<file path="src/rtl/ifu_pkg.sv">
// ifu_pkg: shared types and constants for the instruction fetch unit.
//   ifu_state_e   - fetch FSM state encoding
//   fetch_entry_t - one prefetch FIFO entry {pc, instr}
//   PC_INC        - sequential fetch stride
//   ALIGN_MASK    - clears the byte-offset bits of an address
//   align_pc()    - word-aligns an address
package ifu_pkg;

    typedef enum logic [1:0] {
        S_IDLE,
        S_REQ,
        S_WAIT,
        S_DISCARD
    } ifu_state_e;

    typedef struct packed {
        logic [31:0] pc;
        logic [31:0] instr;
    } fetch_entry_t;

    localparam logic [31:0] PC_INC     = 32'd4;
    localparam logic [31:0] ALIGN_MASK = 32'hFFFF_FFFC;

    function automatic logic [31:0] align_pc(input logic [31:0] pc);
        return pc & ALIGN_MASK;
    endfunction

endpackage

</file>
<file path="src/rtl/ifu_fifo.sv">
// ifu_fifo: prefetch FIFO of {pc, instr} entries between fetch and decode.
//   clk_i, rst_i  - clock, synchronous active-high reset
//   push_i        - write push_data_i at the tail
//   push_data_i   - entry to write
//   pop_i         - drop the head entry
//   flush_i       - empty the FIFO (wins over push/pop)
//   head_o        - entry at the head (meaningful when count_o != 0)
//   count_o       - number of valid entries, 0..DEPTH
// DEPTH must be a power of two so the pointers wrap on their own.
module ifu_fifo
    import ifu_pkg::*;
#(
    parameter int DEPTH = 4
) (
    input  logic                     clk_i,
    input  logic                     rst_i,
    input  logic                     push_i,
    input  fetch_entry_t             push_data_i,
    input  logic                     pop_i,
    input  logic                     flush_i,
    output fetch_entry_t             head_o,
    output logic [$clog2(DEPTH):0]   count_o
);

    localparam int AW = $clog2(DEPTH);
    localparam int CW = AW + 1;

    fetch_entry_t   mem [DEPTH];
    logic [AW-1:0]  wr_ptr;
    logic [AW-1:0]  rd_ptr;
    logic [CW-1:0]  count;

    // Storage needs no reset; only pointers and count define validity.
    always_ff @(posedge clk_i) begin
        if (push_i && !flush_i && !rst_i) begin
            mem[wr_ptr] <= push_data_i;
        end
    end

    always_ff @(posedge clk_i) begin
        if (rst_i || flush_i) begin
            wr_ptr <= '0;
            rd_ptr <= '0;
            count  <= '0;
        end else begin
            if (push_i) wr_ptr <= wr_ptr + AW'(1);
            if (pop_i)  rd_ptr <= rd_ptr + AW'(1);
            case ({push_i, pop_i})
                2'b10:   count <= count + CW'(1);
                2'b01:   count <= count - CW'(1);
                default: count <= count;
            endcase
        end
    end

    assign head_o  = mem[rd_ptr];
    assign count_o = count;

endmodule

</file>
<file path="src/rtl/instr_fetch_unit.sv">
// instr_fetch_unit: sequential instruction prefetcher with redirect support.
//   clk_i, rst_i             - clock, synchronous active-high reset
//   imem_req_o/addr_o        - fetch request and word-aligned address
//   imem_gnt_i               - memory accepted the request
//   imem_rvalid_i/rdata_i    - read response (one outstanding at most)
//   instr_valid_o/instr_o/instr_pc_o - FIFO head towards decode
//   instr_ready_i            - decode consumes the head
//   redirect_i/redirect_pc_i - branch/jump redirect, flushes prefetched words
//   stall_cnt_o              - only with IFU_STALL_CNT_EN: saturating count of
//                              cycles decode was ready but nothing was valid
module instr_fetch_unit
    import ifu_pkg::*;
#(
    parameter int          DEPTH    = 4,
    parameter logic [31:0] RESET_PC = 32'h0000_0000
) (
    input  logic        clk_i,
    input  logic        rst_i,
    output logic        imem_req_o,
    output logic [31:0] imem_addr_o,
    input  logic        imem_gnt_i,
    input  logic        imem_rvalid_i,
    input  logic [31:0] imem_rdata_i,
    output logic        instr_valid_o,
    output logic [31:0] instr_o,
    output logic [31:0] instr_pc_o,
    input  logic        instr_ready_i,
    input  logic        redirect_i,
    input  logic [31:0] redirect_pc_i
`ifdef IFU_STALL_CNT_EN
    ,
    output logic [31:0] stall_cnt_o
`endif
);

    localparam int CW = $clog2(DEPTH) + 1;
    localparam logic [CW-1:0] DEPTH_C = CW'(DEPTH);

    ifu_state_e    state;
    logic [31:0]   fetch_pc;
    logic [31:0]   req_addr;   // address of the request in flight, held until its response
    logic          req_q;
    logic          killed;     // a redirect hit while the request awaited grant

    fetch_entry_t  push_data;
    fetch_entry_t  head;
    logic [CW-1:0] count;
    logic          push;
    logic          pop;

    // Only one request is ever outstanding and pushes happen only in WAIT,
    // so count < DEPTH when leaving IDLE reserves the slot for the response.
    always_ff @(posedge clk_i) begin
        if (rst_i) begin
            state    <= S_IDLE;
            fetch_pc <= align_pc(RESET_PC);
            req_addr <= '0;
            req_q    <= 1'b0;
            killed   <= 1'b0;
        end else begin
            case (state)
                S_IDLE: begin
                    if (redirect_i) begin
                        fetch_pc <= align_pc(redirect_pc_i);
                    end else if (count < DEPTH_C) begin
                        state    <= S_REQ;
                        req_q    <= 1'b1;
                        req_addr <= fetch_pc;
                        killed   <= 1'b0;
                    end
                end
                S_REQ: begin
                    // The address stays on the bus until grant even if redirected.
                    if (redirect_i) begin
                        fetch_pc <= align_pc(redirect_pc_i);
                        killed   <= 1'b1;
                    end
                    if (imem_gnt_i) begin
                        req_q <= 1'b0;
                        if (redirect_i || killed) begin
                            state <= S_DISCARD;
                        end else begin
                            state    <= S_WAIT;
                            fetch_pc <= fetch_pc + PC_INC;
                        end
                    end
                end
                S_WAIT: begin
                    if (redirect_i) begin
                        fetch_pc <= align_pc(redirect_pc_i);
                        state    <= imem_rvalid_i ? S_IDLE : S_DISCARD;
                    end else if (imem_rvalid_i) begin
                        state <= S_IDLE;
                    end
                end
                S_DISCARD: begin
                    if (redirect_i) fetch_pc <= align_pc(redirect_pc_i);
                    if (imem_rvalid_i) state <= S_IDLE;
                end
                default: state <= S_IDLE;
            endcase
        end
    end

    assign imem_req_o  = req_q;
    assign imem_addr_o = req_addr;

    // Redirect wins over both FIFO ports; the flush clears everything anyway.
    assign push      = (state == S_WAIT) && imem_rvalid_i && !redirect_i;
    assign pop       = instr_valid_o && instr_ready_i && !redirect_i;
    assign push_data = '{pc: req_addr, instr: imem_rdata_i};

    ifu_fifo #(
        .DEPTH (DEPTH)
    ) u_fifo (
        .clk_i       (clk_i),
        .rst_i       (rst_i),
        .push_i      (push),
        .push_data_i (push_data),
        .pop_i       (pop),
        .flush_i     (redirect_i),
        .head_o      (head),
        .count_o     (count)
    );

    assign instr_valid_o = (count != '0);
    // Gate with valid so the outputs read zero whenever the FIFO is empty.
    assign instr_o       = instr_valid_o ? head.instr : '0;
    assign instr_pc_o    = instr_valid_o ? head.pc    : '0;

`ifdef IFU_STALL_CNT_EN
    logic [31:0] stall_cnt;

    always_ff @(posedge clk_i) begin
        if (rst_i) begin
            stall_cnt <= '0;
        end else if (instr_ready_i && !instr_valid_o && (stall_cnt != 32'hFFFF_FFFF)) begin
            stall_cnt <= stall_cnt + 32'd1;
        end
    end

    assign stall_cnt_o = stall_cnt;
`endif

endmodule

</file>
<file path="config.mk">
export PLATFORM = sky130hd
export DESIGN_NAME = instr_fetch_unit
export DESIGN_NICKNAME = d
export VERILOG_FILES = /design/src/rtl/ifu_pkg.sv /design/src/rtl/ifu_fifo.sv /design/src/rtl/instr_fetch_unit.sv
export SDC_FILE = /design/constraint.sdc
export NUM_CORES = 1
export LEC_CHECK = 0
export BUFFER_PORTS_ARGS = -buffer_cell sky130_fd_sc_hd__buf_2
export CORE_AREA = 2 2 201 203
export CTS_CLUSTER_DIAMETER = 200
export DETAILED_ROUTE_END_ITERATION = 8
export DIE_AREA = 0 0 203 205
export HOLD_SLACK_MARGIN = 0.03
export PLACE_DENSITY = 0.52
export SYNTH_ARGS = -nofsm -noshare
export SYNTH_HDL_FRONTEND = slang
export SYNTH_SLANG_ARGS = --single-unit
</file>
<file path="constraint.sdc">
create_clock -name clk_i -period 3.97 [get_ports clk_i]
set_input_delay 0.397 -clock clk_i [delete_from_list [all_inputs] [get_ports clk_i]]
set_output_delay 0.397 -clock clk_i [all_outputs]
set_load 0.01 [all_outputs]
</file>
### After elaboration in Yosys (flattened, before gate mapping)

Memories as Yosys holds them, arrays and structs flattened. A register that Yosys moved wholly into a read port is not among the register bits.
Cells that the tools add are included.

* eq/ne operators: 9
* reduce and logical (&&, ||, !) cells: 19
* mux-type cells: 27
* $lt $le $gt $ge: 1
* bitwise logic cells: 1
* add/subtract/negate cells: 5

Operators with widths (number)
* 32-bit 2-to-1 mux: 5
* 32-bit one-hot mux with 2 select lines: 1
* 32-bit by 3-bit adder with 32-bit output, second input constant: 1
* 2-bit 2-to-1 mux: 8
* 1-bit 2-to-1 mux: 9
* 2-bit != test, second input constant: 4
* 2-bit one-hot mux with 4 select lines: 1
* 4-bit AND reduction: 2
* 2-bit equality test, second input constant: 3
* 1-bit logical AND: 6
* 3-bit one-hot mux with 2 select lines: 1
* 3-bit AND reduction: 2
* 2-bit by 1-bit adder with 2-bit output, second input constant: 2
* 2-bit by 1-bit equality test with 1-bit output, second input constant: 2
* 1-bit one-hot mux with 2 select lines: 2
* 2-bit nonzero test: 2
* 3-bit by 1-bit adder with 3-bit output, second input constant: 1
* 3-bit less-than comparator, second input constant: 1
* 3-bit nonzero test: 1
* 3-bit OR reduction: 1
* 3-bit by 1-bit subtractor with 3-bit output, second input constant: 1
* 1-bit zero test: 2
* 2-bit zero test: 1
* 1-bit logical OR: 2
* 1-bit NOT: 1

* input bits: 70
* memories kept: 1
* flip-flop bits (word level): 75
* output and inout bits: 98
* word-level logic and storage cells: 71
* memory bits (writable): 256

Memories
* u_fifo.mem: depth 4, width 64, rd ports 1, clocked after memory_dff 1, wr ports 1, line ifu_fifo.sv:28 `fetch_entry_t mem [DEPTH];`

### Longest topological paths before layout

Gate-level depths: netlist of the first run.

* word-level depth: 7
* gate-level depth with buffers: 10
* depth with buffers taken out: 9

### Modules after synthesis

A second synthesis of the first run with hierarchy kept.

* cell total of the unflattened synthesis: 853
* area, all modules: 13407.9 um^2

Modules (own cells, without submodules)
* ifu_fifo: sequential area each 7867.5 um^2, area an instance 9743.1 um^2, cells an instance 381, instances 1
* instr_fetch_unit: sequential area each 1361.3 um^2, area an instance 3664.8 um^2, cells an instance 472, instances 1

### Worst setup path after synthesis of the first run

Ideal clock, no wire load.

* path kind: input to register
* start point: input redirect_i
* end point: memory u_fifo.mem[0][0] in the netlist's numbering (enable)
* arrival time: 2659 ps
* library setup time: 429 ps
* path buffers: 1
* data required time: 3541 ps
* slack: 882 ps
* stages on the path: 5
* path through: buf_2 -> nor3_1 -> inv_1 -> nor2_1 -> and2_1

* word-level cells in the longest chain between the ends: 6

RTL lines
* from (decl): line instr_fetch_unit.sv:28 `input logic redirect_i,`
* 1-bit zero test *: line ifu_fifo.sv:35, instr_fetch_unit.sv:109
* 1-bit logical AND: line instr_fetch_unit.sv:109 `assign push = (state == S_WAIT) && imem_rvalid_i && !redirect_i;`
* 1-bit logical AND * (2 in a row): line ifu_fifo.sv:35 `if (push_i && !flush_i && !rst_i) begin`
* 1-bit 2-to-1 mux *: line ifu_fifo.sv:35
* 1-bit 2-to-1 mux (not written as such) *: line ifu_fifo.sv:36 `mem[wr_ptr] <= push_data_i;`
* to (decl): line ifu_fifo.sv:28

Mark *: on every way between the ends. The rest lies on a longest branch, timed or not.

==> reports/results.tsv, run 1 <==
metric	value	unit
Slew Viols, Final	0	
CP Class	reg -> out	
Port Buf Inserts	165	
Final setup viols	0	
min cycle time layout	2.84	ns
Post-synth EDFFs	256	
via count	7671	
Yosys top cell by area	edfxtp_1	
vias in the first global route	7868	
GRT Total Usage	0.149	
status	finished, final reports clean	
CP Capture Type	output port	
CTS Sinks	333	
Initial DRT Pass Iterations	5	
Yosys cell types	55	
post-synth top area share	0.581	
Post CTS Setup Buffer Count	0	
global-route wire length before repair	47.2	mm
largest fanout on the critical path	17	
H-Tree Depth	2	
Peak VDD IR	0.204	mV
required time worst endpoint	3.57	ns
FFs w/ async S/R, synth	0	
routed wl met3	1.62	mm
Routed Antenna Nets	0	
RePlAce Congestion	0.784	
nets@finish	1104	
antenna diode count	0	
highest metal used	met4	
die height	205	um
core area	0.0394	mm2
Inserted Clock Buffers	39	
DR vias/cell	4.85	
Worst path max stage delay	0.60	ns
synthesized area per cell	15.6	um2
Hold Crit Class	in -> reg	
Initial Util	0.336	
worst reg2reg path depth	6	
Fmax achieved	352	MHz
DR WL/cell	19.5	um
largest net degree at the start of global routing	65	
Resized Gates After CTS	0	
met2 routed WL	14.4	mm
syn nets	927	
FF+latch count, synth	333	
MaxCap Viol Count	0	
slew margin rel.	0.280	
startpoint class of the critical path	register	
Critical R2R Launch	state[1]	
clk_lat worst skew	0.52	ns
CP Cell Sequence	buf_4 > mux4_2 > and2_1 > buf_2	
Gate Count Post-Synth	850	
synth top area cells	edfxtp_1 58%, dfxtp_1 12%, mux4_2 11%	
GRT overflow	0	
Post-Layout Cell Count	1581	
crit path to	instr_pc_o[6]	
Top Ports	168	
CTS clk-pin slew, worst paths	0.06	ns
Inst Count DP	1511	
antenna violations before repair	0	
final worst-path cycle share	0.716	
hold buffers post-CTS	0	
yosys warns	0	
HPWL Detailed	19.2	mm
CTS tree	yes	
sequential share of the synthesized area	0.697	
TNS Setup	0	ns
row count	73	
Synth Flop Type	edfxtp_1	
Clock Path Buffers	3	
Root Buffer	clkbuf_16	
clock skew	0.0158	ns
unrepaired setup endpoints after global routing	no	
WP data arrival	2.44	ns
Residual DRC	0	
Pleak	5.63	nW
Register-to-Register Setup Slack	1.44	ns
die span in x	203	um
initial drt markers	417	
Slowest-stage cell, CP	dfxtp_4	
die area	0.0416	mm2
Syn Std Cell Area	0.0132	mm2
actual slew at the worst max-slew pin	1.08	ns
Syn-to-layout area delta	20.8	%
met1 WL	14.3	mm
routed wire length	30.8	mm
r2r endpoint	u_fifo.mem[3][14]	
power density over the cells	472	mW/mm2
Final Hold Fails	0	
layout cell share with drive strength beyond 1	0.303	
==> synth_stat cells, types with 2 or more instances <==
| cell type | count |
|---|---|
| a211oi_1 | 8 |
| a21o_1 | 2 |
| a21oi_1 | 59 |
| a22oi_1 | 3 |
| a31oi_1 | 8 |
| a32oi_1 | 5 |
| and2_1 | 75 |
| and3_1 | 3 |
| and4_4 | 2 |
| buf_2 | 16 |
| clkbuf_1 | 29 |
| dfxtp_1 | 77 |
| edfxtp_1 | 256 |
| ha_1 | 6 |
| inv_1 | 15 |
| mux2i_1 | 3 |
| mux4_2 | 64 |
| nand2_1 | 76 |
| nand3_1 | 13 |
| nand3_2 | 4 |
| nand4_1 | 9 |
| nor2_1 | 30 |
| nor2b_1 | 3 |
| nor3_1 | 9 |
| nor3b_1 | 2 |
| o211ai_1 | 2 |
| o21ai_0 | 12 |
| o22ai_1 | 7 |
| or2_1 | 2 |
| or3_1 | 9 |
| xnor2_1 | 2 |
| xor2_1 | 16 |
==> registers in the layout, summed over array words and instances (netlist names), 2 cells and up, named ones only <==
signal,cells
fetch_pc,32
imem_addr_o,32
state,2
u_fifo.count_o,3
u_fifo.mem,256
u_fifo.rd_ptr,2
u_fifo.wr_ptr,2
==> per-layer routing <==
layer	global-route usage	vias to the layer above
met5	0	-
met4	0.0381	0
met3	0.0293	37
met2	0.239	187
met1	0.207	3847
li1	-	3600
==> metrics by stage <==
step                total power, mW  hold slack, ns  worst slack (ns)  cell area [um2]   util
finish                         7.55           0.101              1.13            16000  0.406
global route                   7.83          0.0743             0.935            16000  0.406
CTS                            7.66          0.0671              1.01            16000  0.406
detailed placement             4.13           0.420              1.30            14700  0.374
global placement               4.12           0.419              1.36            14700  0.374
floorplan                      4.01           0.409             0.882            13200      -
==> area by class of cell <==
class	count	area, um2
well taps	525	657
repair buffers	184	1030
flip-flops and latches	333	9240
clock buffers	52	1080
fillers	3651	23400
clock inverters	18	185
multi-input cells	453	3750
inverters	16	60.1
==> power by group <==
group          leakage (nW)  total (mW)  internal, mW  switching [mW]
clock                 0.620        3.50          2.16            1.34
sequential             3.02        3.83          3.77          0.0571
combinational          1.99       0.219        0.0858           0.133
==> cells in the final DEF (no fill, tap or decap), types with 8 or more instances in the layout <==
| cell type | n |
|---|---|
| a211oi_1 | 8 |
| a21oi_1 | 59 |
| a31oi_1 | 8 |
| and2_1 | 71 |
| buf_2 | 165 |
| buf_4 | 14 |
| clkbuf_1 | 10 |
| clkbuf_16 | 41 |
| clkinv_1 | 8 |
| dfxtp_1 | 75 |
| edfxtp_1 | 256 |
| inv_1 | 15 |
| mux4_2 | 64 |
| nand2_1 | 76 |
| nand3_1 | 13 |
| nand4_1 | 9 |
| nor2_1 | 30 |
| nor3_1 | 9 |
| o21ai_0 | 12 |
| or3_1 | 8 |
| xor2_1 | 16 |
==> cell families (layout without fill, tap and decap cells) <==
family                     after synthesis  count (layout)  synth area share
muxes                                   68              68             0.112
DFF                                    333             333             0.697
xor gates and xnor gates                18              18            0.0119
AOI/OAI and AO/OA                      113             113            0.0503
adders and majority gates                7               7           0.00718
and+or+nand+nor                        247             247             0.101
buffers and inverters                   64             270            0.0205
==> worst min-delay path by stage <==
stage,startpoint,endpoint,slack (ns),depth (start not counted)
2_1_floorplan,fetch_pc[0],fetch_pc[0],0.41,2
3_3_place_gp,fetch_pc[0],fetch_pc[0],0.42,2
3_5_place_dp,fetch_pc[1],fetch_pc[1],0.42,2
4_1_cts,imem_rdata_i[23],u_fifo.mem[2][23],0.07,1
5_1_grt,imem_rdata_i[24],u_fifo.mem[3][24],0.07,1
6_report,imem_rdata_i[26],u_fifo.mem[0][26],0.10,1
==> worst max-delay path: cells and delay by family, from the launching register on <==
family,cells,cell delay (ns)
AND/OR/NAND/NOR,1,0.20
flip-flops,1,0.60
buffers and inverters,2,0.57
multiplexers,1,0.55
(Power assumes the default switching activity.)
==> run 2, diff against run 1 <==
PLACE_DENSITY = 0.54   (was 0.52)
clock period = 2.3 ns   (was 3.97 ns; I/O delays follow)
==> run 2 against run 1 <==
Effect of this change: power rose by 72%; clock power increased by 70%; sequential power up 73%; non-clock buffer count is 75 higher; final cell count is 4.7% higher; die area is the same; first-iteration DRC count down 18%; critical endpoint is now instr_pc_o[7].
==> reports/results.tsv, run 2 (same netlist as run 1, synthesis figures left out) <==
metric	value	unit	change
DR WL/cell	19.1	um	-1.8%
GRT Total Usage	0.151		+0.00185
Fmax achieved	444	MHz	
slew margin rel.	0.525		+0.246
commonest non-fill, non-tap cell in the layout	edfxtp_1		
TNS Setup	0	ns	unchanged
min cycle time layout	2.25	ns	
Initial Util	0.336		unchanged
CTS clk-pin slew, worst paths	0.06	ns	about the same
required time worst endpoint	2.07	ns	-1.50 ns
antenna violations before repair	2		+2
actual slew at the worst max-slew pin	0.706	ns	-0.374 ns
status	finished, final reports clean		
GRT overflow	0		unchanged
DR vias/cell	4.78		-1.6%
RePlAce Congestion	0.768		-2.0%
unrepaired setup endpoints after global routing	yes		
final total power	13.0	mW	+72%
startpoint class of the critical path	register		
vias in the first global route	8116		+3.2%
Hold WS	0.0668	ns	-0.0340 ns
Reg with most FFs	u_fifo.mem		
row count	73		unchanged
nets@finish	1177		+6.6%
Post-Layout Cell Count	1655		+4.7%
Residual DRC	0		unchanged
die span in x	203	um	unchanged
power density over the cells	764	mW/mm2	+62%
clk_lat worst skew	0.52	ns	about the same
Port Buf Inserts	165		unchanged
via count	7904		+3.0%
MaxCap Viol Count	0		unchanged
CP Class	reg -> out		
HPWL Detailed	20.0	mm	+4.3%
Inserted Clock Buffers	37		-5.1%
most frequent cells in the layout	256 x edfxtp_1, 150 x buf_2, 76 x nand2_1		
die area	0.0416	mm2	unchanged
CTS tree	yes		
core area	0.0394	mm2	unchanged
Final setup viols	0		unchanged
WP data arrival	2.02	ns	-0.42 ns
routed wire length	31.7	mm	+2.8%
Syn-to-layout area delta	28.8	%	
Routed Antenna Nets	0		unchanged
CTS Sinks	333		unchanged
Final Hold Fails	0		unchanged
Root Buffer	clkbuf_16		
clock skew	0.0150	ns	-0.000788 ns
initial drt markers	341		-18%
H-Tree Depth	2		unchanged
filler instances	3565		-2.4%
Placement Cell Area	0.0150	mm2	+1.7%
Initial DRT Pass Iterations	4		-1
design area	0.0170	mm2	+6.6%
layout cell share with drive strength beyond 1	0.329		+0.0256
CP Capture Type	output port		
max FFs per register	256		unchanged
Clock Path Buffers	3		unchanged
Hold Crit Class	in -> reg		
largest fanout on the critical path	5		-12
Pleak	6.06	nW	+7.5%
die height	205	um	unchanged
final worst-path cycle share	0.979		
Inst Count DP	1529		+1.2%
Slew Viols, Final	0		unchanged
Register-to-Register Setup Slack	0.22	ns	-1.22 ns
Peak VDD IR	0.423	mV	+110%
largest net degree at the start of global routing	67		+3.1%
Top Ports	168		unchanged
global-route wire length before repair	47.7	mm	+1.1%
[run 2: power by group]
| group | internal, mW | leakage, nW | switching, mW |
|---|---|---|---|
| sequential | 6.51 | 3.02 | 0.0922 |
| clock | 3.63 | 0.608 | 2.32 |
| combinational | 0.215 | 2.43 | 0.248 |
| total | 10.4 | 6.06 | 2.66 |
[run 2: area by class of cell]
class | instances | area, um2 | area share
well taps | 525 | 657 | 0.0385
clock inverters | 20 | 215 | 0.0126
flip-flops and latches | 333 | 9240 | 0.542
inverters | 16 | 60.1 | 0.00352
multi-input cells | 453 | 3800 | 0.223
diodes | 1 | 2.50 | 0.000147
repair buffers | 259 | 2050 | 0.120
clock buffers | 48 | 1030 | 0.0604
[run 2: through the flow]
stage | setup WS, ns | utilization
2_1_floorplan | -0.0722 | -
3_3_place_gp | 0.256 | 0.381
3_5_place_dp | 0.263 | 0.381
4_1_cts | -0.0316 | 0.427
5_1_grt | -0.0298 | 0.433
6_report | 0.0483 | 0.433
[run 2: worst paths after layout]
kind	from	end	cells after the start
worst min register to register	fetch_pc[1]	fetch_pc[1]	2
worst min-delay path	redirect_pc_i[28]	fetch_pc[28]	3
worst max-delay path	register	instr_pc_o[7]	5
worst max register to register	u_fifo.count_o[0]	u_fifo.count_o[2]	9
[run 2: per-layer routing]
| layer | GRT usage | vias up | part of all wire |
|---|---|---|---|
| met2 | 0.248 | 182 | 0.47 |
| li1 | - | 3748 | - |
| met3 | 0.0323 | 47 | 0.047 |
| met1 | 0.203 | 3927 | 0.47 |
| met4 | 0.0407 | 0 | 0.017 |
| met5 | 0 | - | 0 |
[run 2: what timing repair did]
item	CTS	global route
endpoints found under the setup margin	64	58
setup buffers	1	2
hold endpoints to repair	145	0
hold buffers	49	0
gates resized for setup	22	22
gates cloned	0	5
[run 2: worst max-delay path: stages, from the launching register on]
cell	delay (ns)
dfxtp_4	0.36
buf_6	0.16
clkbuf_16	0.17
mux4_2	0.51
and2_4	0.18
buf_6	0.11
==> run 3, diff against run 2 <==
ABC_AREA = 1   (was unset)
CORE_AREA = 2 2 208 210   (was 2 2 201 203)
DIE_AREA = 0 0 210 212   (was 0 0 203 205)
SYNTH_HIERARCHICAL = 1   (was unset)
==> run 3 against run 2 <==
Effect of this change: clock-buffer cell count decreased by 1; sequential share of layout area down 0.65 points; fmax up 4.6%; final cell count up 31%; die area up 7.0%; power decreased by 0.14%; largest cell class unchanged.
==> reports/results.tsv, run 3 <==
metric	value	unit	change
worst hold start	redirect_pc_i[11]		
internal power	10.1	mW	-2.4%
Final setup viols	0		unchanged
die area	0.0445	mm2	+7.0%
clock share of power	0.428		-0.029
DR WL/cell	17.4	um	-8.9%
die span in x	210	um	+3.4%
Gate Count Post-Synth	1391		+64%
Setup WS pre-CTS	0.486	ns	+0.223 ns
Inst Count DP	2057		+35%
final worst-path cycle share	0.936		-0.0432
RePlAce Congestion	0.834		+8.6%
Pleak	6.80	nW	+12%
row count	76		+4.1%
Syn-to-layout area delta	21.8	%	
Reg with most FFs	u_fifo/mem		
clk_lat worst skew	0.55	ns	+0.03 ns
Final Hold Fails	0		unchanged
Inserted Clock Buffers	37		unchanged
Top Ports	168		unchanged
power density over the cells	754	mW/mm2	-1.3%
r2r endpoint	u_fifo/count_o[1]		
Syn Std Cell Area	0.0142	mm2	+7.0%
CTS clk-pin slew, worst paths	0.06	ns	about the same
startpoint class of the critical path	register		
WP data arrival	1.92	ns	-0.10 ns
Initial DRT Pass Iterations	5		+1
Net Sw Frac	0.223		+0.0182
unrepaired setup endpoints after global routing	no		
TNS Setup	0	ns	unchanged
filler instances	4195		+18%
met2 routed WL	17.9	mm	+21%
Worst Hold Path EP	fetch_pc[11]		
syn nets	1468		+58%
sequential share of the synthesized area	0.652		-0.0453
yosys warns	6		+6
largest net degree at the start of global routing	95		+42%
Post-synth EDFFs	256		unchanged
initial drt markers	871		+160%
Seq pwr share	0.520		+0.013
CP Capture Type	output port		
CTS tree	yes		
required time worst endpoint	2.07	ns	about the same
Peak VDD IR	0.409	mV	-3.2%
Fmax achieved	465	MHz	+4.6%
Post-Layout Cell Count	2165		+31%
GRT Total Usage	0.162		+0.0115
min cycle time layout	2.15	ns	-0.0994 ns
die height	212	um	+3.4%
synth top area cells	edfxtp_1 54%, dfxtp_1 11%, nor2_1 6.8%		
status	finished, final reports clean		
Synth top cells by count	258 x nor2_1, 256 x edfxtp_1, 171 x nand2_1		
Net Sw Power	2.89	mW	+8.8%
met1 WL	16.9	mm	+14%
Root Buffer	clkbuf_16		
Initial Util	0.333		-0.00317
Port Buf Inserts	165		unchanged
FF+latch count, synth	333		unchanged
H-Tree Depth	2		unchanged
HPWL Detailed	23.2	mm	+16%
post-synth top area share	0.543		-0.0378
Routed Antenna Nets	0		unchanged
most frequent cells in the layout	256 x edfxtp_1, 254 x nor2_1, 170 x nand2_1		
Hold Crit Class	in -> reg		
commonest non-fill, non-tap cell in the layout	edfxtp_1		
antenna diode count	0		-1
clock skew	0.0159	ns	+0.000898 ns
FFs w/ async S/R, synth	0		unchanged
via count	10500		+33%
largest fanout on the critical path	47		+42
antenna violations before repair	1		-1
layout cell share with drive strength beyond 1	0.177		-0.151
Hold Crit Depth	5		+2
Yosys cell types	37		-33%
CP Class	reg -> out		
GRT overflow	0		unchanged
Yosys top cell by area	edfxtp_1		
nets@finish	1669		+42%
Critical R2R Launch	state[1]		
actual slew at the worst max-slew pin	0.526	ns	-0.181 ns
CTS Sinks	333		unchanged
vias in the first global route	9589		+18%
slew margin rel.	0.650		+0.124
power share of the combinational group	0.052		+0.016
core area	0.0425	mm2	+8.0%
routed wl met3	2.12	mm	+42%
routed wire length	37.7	mm	+19%
worst reg2reg path depth	7		-2
Register-to-Register Setup Slack	0.49	ns	+0.27 ns
max FFs per register	256		unchanged
MaxCap Viol Count	0		unchanged
Residual DRC	0		unchanged
final worst setup slack	0.148	ns	+0.0994 ns
Slew Viols, Final	0		unchanged
DR vias/cell	4.86		+1.7%
Clock Path Buffers	3		unchanged
synthesized area per cell	10.2	um2	-35%
top-count cell post-synth	nor2_1		
global-route wire length before repair	55.1	mm	+16%
highest metal used	met5		
Synth Flop Type	edfxtp_1		
-- run 3: cell count changes in the layout (fill, tap and decap cells not counted), sizes merged, moves of 12 or more --
cell	before	now
buf	206	194
mux4	64	0
inv	18	140
o21ai	13	201
o22ai	7	65
nand2	76	177
nor2	31	270
and2	75	2
-- run 3: what timing repair did --
action / CTS / global route
hold buffers: 39 / 0
endpoints found under the setup margin: 4 / 30
endpoints found under the hold margin: 136 / 0
cloned: 0 / 3
buffers inserted: 0 / 0
gates resized for setup: 1 / 10
-- run 3: worst max-delay path, cell delays in order, from the launching register on --
cell and delay, ns:
dfxtp_4 0.43, buf_16 0.25, o21ai_0 0.13, o22ai_1 0.16, inv_1 0.11, nor2_1 0.14
buf_2 0.15
-- run 3: worst max-delay path by stage --
| stage | from | endpoint | slack, ns | depth (start not counted) |
|---|---|---|---|---|
| after detailed placement | state[1] | u_fifo/count_o[1] | 0.49 | 7 |
| after global placement | redirect_i | u_fifo/count_o[2] | 0.47 | 13 |
| after global routing | register | instr_pc_o[19] | 0.02 | 6 |
| after floorplan | redirect_i | u_fifo/mem[0][0] | 0.009 | 5 |
| final | register | instr_pc_o[20] | 0.15 | 6 |
| after CTS | register | instr_pc_o[18] | 0.03 | 6 |
-- run 3: metrics by stage --
| step | cell area, um2 | total power [mW] | hold WS, ns | utilization |
|---|---|---|---|---|
| finish | 17300 | 13.0 | 0.0550 | 0.406 |
| floorplan | 14200 | 7.18 | 0.329 | - |
| global route | 17300 | 13.5 | 0.0869 | 0.406 |
| global placement | 15600 | 7.50 | 0.423 | 0.367 |
| CTS | 17100 | 13.2 | 0.0317 | 0.403 |
| detailed placement | 15600 | 7.51 | 0.419 | 0.367 |
-- run 3: power groups by stage --
stage	combinational, mW	sequential, mW	clock [mW]
5_1_grt	0.751	6.78	5.97
6_report	0.670	6.77	5.56
4_1_cts	0.677	6.77	5.72
3_3_place_gp	0.610	6.89	0
2_1_floorplan	0.326	6.85	0
3_5_place_dp	0.620	6.89	0
-- run 3: area by class of cell --
| type | instances | area [um2] | share of cell area |
|---|---|---|---|
| Clock buffer | 47 | 973 | 0.0564 |
| Timing Repair Buffer | 236 | 1660 | 0.0960 |
| Tap cell | 546 | 683 | 0.0396 |
| Sequential cell | 333 | 9230 | 0.535 |
| Clock inverter | 19 | 173 | 0.0100 |
| Multi-Input combinational cell | 845 | 4010 | 0.232 |
| Inverter | 139 | 527 | 0.0305 |
-- run 3: layer usage --
metal / vias to the layer above / global-route usage
li1: 5159 / -
met4: 2 / 0.0448
met3: 50 / 0.0325
met5: - / 0
met2: 256 / 0.271
met1: 5048 / 0.215
-- run 3: kinds of logic after synthesis --
kind of cell	after synthesis	share of synthesized area
compound gates	343	0.128
simple gates	487	0.140
xor+xnor	8	0.00495
fa+ha+maj	7	0.00672
flops	333	0.652
buf+inv	213	0.0683
